### src/rtl/div_iter_pkg.sv
// Shared types and defaults for the iterative integer divider.
package div_iter_pkg;

  localparam int unsigned XlenDefault = 32;

  typedef enum logic [1:0] {
    OpDiv  = 2'b00,
    OpDivu = 2'b01,
    OpRem  = 2'b10,
    OpRemu = 2'b11
  } op_e;

  typedef enum logic [1:0] {
    StIdle = 2'b00,
    StCalc = 2'b01,
    StDone = 2'b10
  } state_e;

endpackage

### src/rtl/cla_sub.sv
// W-bit carry-lookahead subtractor computing a + ~b + 1 with a parallel-prefix carry tree.
module cla_sub #(
  parameter int unsigned W = 33
) (
  input  logic [W-1:0] a,
  input  logic [W-1:0] b,
  output logic [W-1:0] diff,
  output logic         borrow
);

  logic [W-1:0] g, p, gg, pp, gn, pn;
  logic [W:0]   c;

  assign g = a & ~b;
  assign p = a ^ ~b;

  always_comb begin
    gg = g;
    pp = p;
    gn = g;
    pn = p;
    for (int d = 1; d < int'(W); d = d * 2) begin
      gn = gg;
      pn = pp;
      for (int i = d; i < int'(W); i++) begin
        gn[i] = gg[i] | (pp[i] & gg[i-d]);
        pn[i] = pp[i] & pp[i-d];
      end
      gg = gn;
      pp = pn;
    end
    // Carry-in is 1, so each prefix carry is G | P.
    c[0] = 1'b1;
    for (int i = 0; i < int'(W); i++) begin
      c[i+1] = gg[i] | pp[i];
    end
  end

  assign diff   = p ^ c[W-1:0];
  assign borrow = ~c[W];

endmodule

### src/rtl/div_iter.sv
// Iterative restoring divider: one quotient bit per cycle, signed/unsigned DIV/REM.
module div_iter
  import div_iter_pkg::*;
#(
  parameter int unsigned XLEN = XlenDefault
) (
  input  logic            clk,
  input  logic            rst,
  input  logic            in_valid,
  output logic            in_ready,
  input  logic [1:0]      op,
  input  logic [XLEN-1:0] dividend,
  input  logic [XLEN-1:0] divisor,
  output logic            out_valid,
  input  logic            out_ready,
  output logic [XLEN-1:0] result
);

  localparam int unsigned CntW = $clog2(XLEN);

  state_e          state_q;
  op_e             op_q;
  logic [CntW-1:0] cnt_q;
  logic [XLEN-1:0] rem_q, quo_q, divs_q, result_q;
  logic            neg_q_q, neg_r_q, in_ready_q, out_valid_q;

  // Accept-time decode
  logic            is_signed, a_neg, b_neg, div_zero, overflow;
  logic [XLEN-1:0] a_mag, b_mag, int_min;

  assign int_min   = {1'b1, {(XLEN-1){1'b0}}};
  assign is_signed = ~op[0];
  assign a_neg     = is_signed & dividend[XLEN-1];
  assign b_neg     = is_signed & divisor[XLEN-1];
  assign a_mag     = a_neg ? -dividend : dividend;
  assign b_mag     = b_neg ? -divisor : divisor;
  assign div_zero  = (divisor == '0);
  assign overflow  = is_signed & (dividend == int_min) & (divisor == '1);

  // One restoring step
  logic [XLEN:0]   rem_shift, sub_diff;
  logic            sub_borrow, sub_unused;
  logic [XLEN-1:0] rem_next, quo_next, q_fin, r_fin;

  assign rem_shift = {rem_q, quo_q[XLEN-1]};

  cla_sub #(
    .W(XLEN + 1)
  ) u_sub (
    .a     (rem_shift),
    .b     ({1'b0, divs_q}),
    .diff  (sub_diff),
    .borrow(sub_borrow)
  );

  // The top difference bit is always zero when kept, since remainder < divisor.
  assign sub_unused = sub_diff[XLEN];

  assign rem_next = sub_borrow ? rem_shift[XLEN-1:0] : sub_diff[XLEN-1:0];
  assign quo_next = {quo_q[XLEN-2:0], ~sub_borrow};
  assign q_fin    = neg_q_q ? -quo_next : quo_next;
  assign r_fin    = neg_r_q ? -rem_next : rem_next;

  always_ff @(posedge clk) begin
    if (rst) begin
      state_q     <= StIdle;
      op_q        <= OpDiv;
      cnt_q       <= '0;
      rem_q       <= '0;
      quo_q       <= '0;
      divs_q      <= '0;
      result_q    <= '0;
      neg_q_q     <= 1'b0;
      neg_r_q     <= 1'b0;
      in_ready_q  <= 1'b1;
      out_valid_q <= 1'b0;
    end else begin
      unique case (state_q)
        StIdle: begin
          if (in_valid) begin
            op_q       <= op_e'(op);
            in_ready_q <= 1'b0;
            if (div_zero) begin
              result_q    <= op[1] ? dividend : '1;
              state_q     <= StDone;
              out_valid_q <= 1'b1;
            end else if (overflow) begin
              result_q    <= op[1] ? '0 : int_min;
              state_q     <= StDone;
              out_valid_q <= 1'b1;
            end else begin
              cnt_q   <= '0;
              rem_q   <= '0;
              quo_q   <= a_mag;
              divs_q  <= b_mag;
              neg_q_q <= a_neg ^ b_neg;
              neg_r_q <= a_neg;
              state_q <= StCalc;
            end
          end
        end
        StCalc: begin
          rem_q <= rem_next;
          quo_q <= quo_next;
          cnt_q <= cnt_q + 1'b1;
          if (cnt_q == CntW'(XLEN - 1)) begin
            result_q    <= op_q[1] ? r_fin : q_fin;
            state_q     <= StDone;
            out_valid_q <= 1'b1;
          end
        end
        StDone: begin
          if (out_ready) begin
            state_q     <= StIdle;
            out_valid_q <= 1'b0;
            in_ready_q  <= 1'b1;
          end
        end
        default: begin
          state_q     <= StIdle;
          in_ready_q  <= 1'b1;
          out_valid_q <= 1'b0;
        end
      endcase
    end
  end

  assign in_ready  = in_ready_q;
  assign out_valid = out_valid_q;
  assign result    = result_q;

endmodule
### config.mk
export PLATFORM = sky130hd
export DESIGN_NAME = div_iter
export DESIGN_NICKNAME = d
export VERILOG_FILES = /design/src/rtl/div_iter_pkg.sv /design/src/rtl/cla_sub.sv /design/src/rtl/div_iter.sv
export SDC_FILE = /design/constraint.sdc
export NUM_CORES = 1
export LEC_CHECK = 0
export CAP_MARGIN = 10
export CORE_MARGIN = 1
export CORE_UTILIZATION = 55
export DETAILED_ROUTE_END_ITERATION = 16
export GPL_TIMING_DRIVEN = 0
export PLACE_DENSITY_LB_ADDON = 0.15
export SYNTH_ARGS = -nofsm -noshare
export SYNTH_HDL_FRONTEND = slang
export SYNTH_SLANG_ARGS = --single-unit
### constraint.sdc
create_clock -name clk -period 5.5 [get_ports clk]
set_clock_uncertainty 0.15 [all_clocks]
set_input_delay 1.1 -clock clk [delete_from_list [all_inputs] [get_ports clk]]
set_output_delay 1.1 -clock clk [all_outputs]
set_load 0.01 [all_outputs]
==> impl_metrics.py <==
metrics = {
    "worst_setup_path": {
        "slowest_stage": "or4_1",
        "r2r_start": "quo_q[31]",
        "reg2reg_depth": 21,
        "critPathLaunchType": "primary input",
        "rrSetupSlack_ps": 210,
        "worstSetupPathType": "primary input to flip-flop",
        "endpoint_kind": "flip-flop",
        "cp_top_family": "simple AND/OR/NAND/NOR gates",
        "r2r_end": "result[28]",
        "cp.arrival_ps": 5510,
        "path_buf_inv": 4,
        "path_cells": "clkdlybuf4s50_1 > inv_1 > ha_1 > or3b_1 > or4_1 > nor3_4 > or3b_1 > or3_4 > o21a_4 > nand2_1 > buf_2 > buf_2 > nand2_1 > a21oi_1",
        "critPathMaxStageDelay_ps": 540,
        "required_ps": 5710,
        "crit_fanout": 10,
    },
    "sta": {
        "hold_viol": 0,
        "max_freq_mhz": 189,
        "post-route-period-util": 0.963,
        "relSlewSlack": 0.394,
        "setup_violations": 0,
        "holdWs_ps": 304,
        "max_slew.worst_pin.slew_ps": 909,
        "drv_slew": 0,
        "finalCriticalPeriod_ps": 5300,
    },
    "hold_path": {
        "whs_path_depth": 2,
        "min-delay-start": "result[19]",
        "min_path_type": "flip-flop to flip-flop",
        "min_to": "result[19]",
    },
    "routing": {
        "via_per_inst": 6.61,
        "first_iter_violations": 1698,
        "drt-total-wl_um": 42300,
        "vias": 13200,
        "wl_per_cell_um": 21.2,
        "drc": 0,
        "ant_nets": 0,
        "detail_route.first_pass.iterations": 6,
    },
    "power_and_ir_drop": {
        "power_density_mw_per_mm2": 777,
        "seqPwrFrac": 0.127,
        "p_clk_frac": 0.117,
        "share_comb_of_total_power": 0.756,
        "power.leakage_nw": 5.10,
        "irDropWorstVdd_mv": 0.660,
        "switchingPower_mw": 5.89,
        "swShare": 0.558,
        "p_int_mw": 4.68,
    },
    "final_layout": {
        "fill_cells": 1865,
        "layout_common_cells": "231 x nor2_1, 139 x dfxtp_1, 134 x nand2_1",
        "num_antenna_cells": 0,
        "fin_nets": 1819,
        "stdcell_area_mm2": 0.0136,
        "layout.area.seq_mm2": 0.00280,
        "multi_input_area_mm2": 0.00813,
        "mostFrequentLayoutCell": "nor2_1",
        "area_growth_pct": 17.4,
        "drive_gt1_frac": 0.0627,
    },
    "die": {
        "fp-row-count": 52,
        "initial_utilization": 0.567,
        "die_y_um": 147,
        "fp.dieW_um": 147,
        "core-area_mm2": 0.0204,
        "dieArea_mm2": 0.0217,
        "io_pins": 104,
    },
    "placement": {
        "place_congestion": 1.02,
        "numPortBuffers": 103,
        "dpl_cell_area_mm2": 0.0130,
        "hpwl_um": 32900,
    },
    "clocking": {
        "clk_pin_slew_ps": 70,
        "tritoncts": "done",
        "cts_buffers": 17,
        "root_buffer": "clkbuf_16",
        "clk_latency_ps": 440,
        "cts_buffer_depth": 2,
        "cts_sinks": 140,
        "ctsHtreeMaxLevel": 4,
        "ctsHoldBuffers": 0,
    },
    "synthesis": {
        "ys_async_sr_fraction": 0,
        "synthFlopType": "dfxtp_1",
        "synth_warnings": 0,
        "syn_inst": 1590,
        "synth-seq-cells": 140,
        "yosysSeqAreaShare": 0.242,
        "avgSynthCellArea_um2": 7.29,
        "syn_area_mm2": 0.0116,
        "syn-num-nets": 1700,
        "synth_cell_types": 90,
        "synth_edf_count": 0,
    },
    "global_route": {
        "grt_pass1_wl_um": 65300,
        "grt_usage": 0.387,
        "antenna_found_initial": 0,
        "first_global_vias": 11800,
        "globalRouteOverflowTotal": 0,
        "grt_max_degree": 17,
    },
    "flow_run": {
        "maxCapViolCount": 0,
    },
    "run_status": {
        "status": "finished, final reports clean",
    },
}
Yosys cell counts (16+ instances only):
master	count	share of area
and2_1	16	0.0086
o21ai_0	80	0.035
ha_1	40	0.043
nand3_1	28	0.012
buf_2	24	0.010
xnor2_1	53	0.040
dfxtp_1	140	0.24
a211oi_1	39	0.025
nand2b_1	20	0.011
clkbuf_1	68	0.022
a221oi_1	29	0.022
xor2_1	73	0.055
nand2_1	134	0.043
nor2_1	231	0.075
mux2i_1	18	0.016
nand4_1	31	0.017
a21oi_1	126	0.054
a22oi_1	16	0.010
inv_1	59	0.019
or3_1	21	0.011
a31oi_1	38	0.021
nor3_1	36	0.016
o31ai_1	22	0.014
power by group through the flow:
stage / Clock (mW) / Combinational [mW] / Sequential [mW]
finish: 1.24 / 7.99 / 1.35
global route: 1.28 / 8.64 / 1.35
CTS: 1.22 / 7.71 / 1.33
detailed placement: 0 / 7.50 / 1.35
global placement: 0 / 7.41 / 1.35
floorplan: 0 / 5.69 / 1.28
routing by layer:
layer	GRT usage	vias up	wire [µm]	share of wire
li1	-	6076	-	-
met1	0.539	6096	17800	0.42
met2	0.585	866	17800	0.42
met3	0.0699	135	4940	0.12
met4	0.162	0	1700	0.040
met5	0	-	0	0
timing repair:
item                                    CTS  global route
setup buffers                             0             0
gates cloned                              0             0
endpoints found under the setup margin    6            13
resized for setup                         4            11
stage by stage:
| stage | worst slack, ps | util | total power, mW | setup TNS, ps | std cells |
|---|---|---|---|---|---|
| after global routing | -6.37 | 0.666 | 11.3 | -12.1 | 1992 |
| after floorplan | 1030 | - | 6.97 | 0 | 1590 |
| after global placement | -107 | 0.634 | 8.76 | -1810 | 1963 |
| after CTS | 34.9 | 0.665 | 10.3 | 0 | 1995 |
| final | 204 | 0.666 | 10.6 | 0 | 1992 |
| after detailed placement | -124 | 0.634 | 8.85 | -2160 | 1963 |
registers in the layout, indices dropped and copies added (netlist names):
name       count
cnt_q          5
divs_q        32
in_ready       1
neg_q_q        1
neg_r_q        1
op_q           1
out_valid      1
quo_q         32
rem_q         32
result        32
state_q        2
how the worst max path moves through the flow:
stage | from | slack [ps] | cells after the start | endpoint
final | divisor[0] | 200 | 14 | neg_r_q
after global routing | divs_q[11] | -6 | 20 | result[30]
after CTS | rem_q[15] | 30 | 21 | result[28]
after detailed placement | divisor[0] | -120 | 14 | neg_r_q
after global placement | divisor[0] | -110 | 14 | neg_r_q
after floorplan | rem_q[15] | 1030 | 21 | result[24]
kinds of logic after synthesis:
logic type                 Yosys count  synth area share
DFF                                140             0.242
muxes                               24            0.0214
xor gates and xnor gates           126            0.0952
adders and majority gates           40            0.0432
and+or+nand+nor                    596             0.244
AOI/OAI and AO/OA                  498             0.294
buffers and inverters              166            0.0599
worst reg2reg max path: stages (launching register included):
cell	delay [ps]
dfxtp_2	460
inv_1	80
ha_1	380
o211a_1	280
and3_1	220
a311oi_1	270
o21ai_1	110
or2_1	240
buf_2	180
buf_6	170
inv_2	130
buf_2	280
clkbuf_4	290
ha_1	220
nand3_1	150
nand2b_1	250
nand2b_1	240
nand2b_1	250
o31ai_1	270
xor2_1	110
a22o_1	260
o41ai_2	220
layout make-up:
| class | count | share of cell area |
|---|---|---|
| multi-input combinational | 1284 | 0.598 |
| sequential | 140 | 0.206 |
| timing repair buffer | 103 | 0.0758 |
| buffer | 102 | 0.0339 |
| clock buffer | 18 | 0.0323 |
| tap | 270 | 0.0248 |
| inverter | 61 | 0.0168 |
| clock inverter | 14 | 0.0126 |
Note: power is estimated with default switching activity, not from simulation.
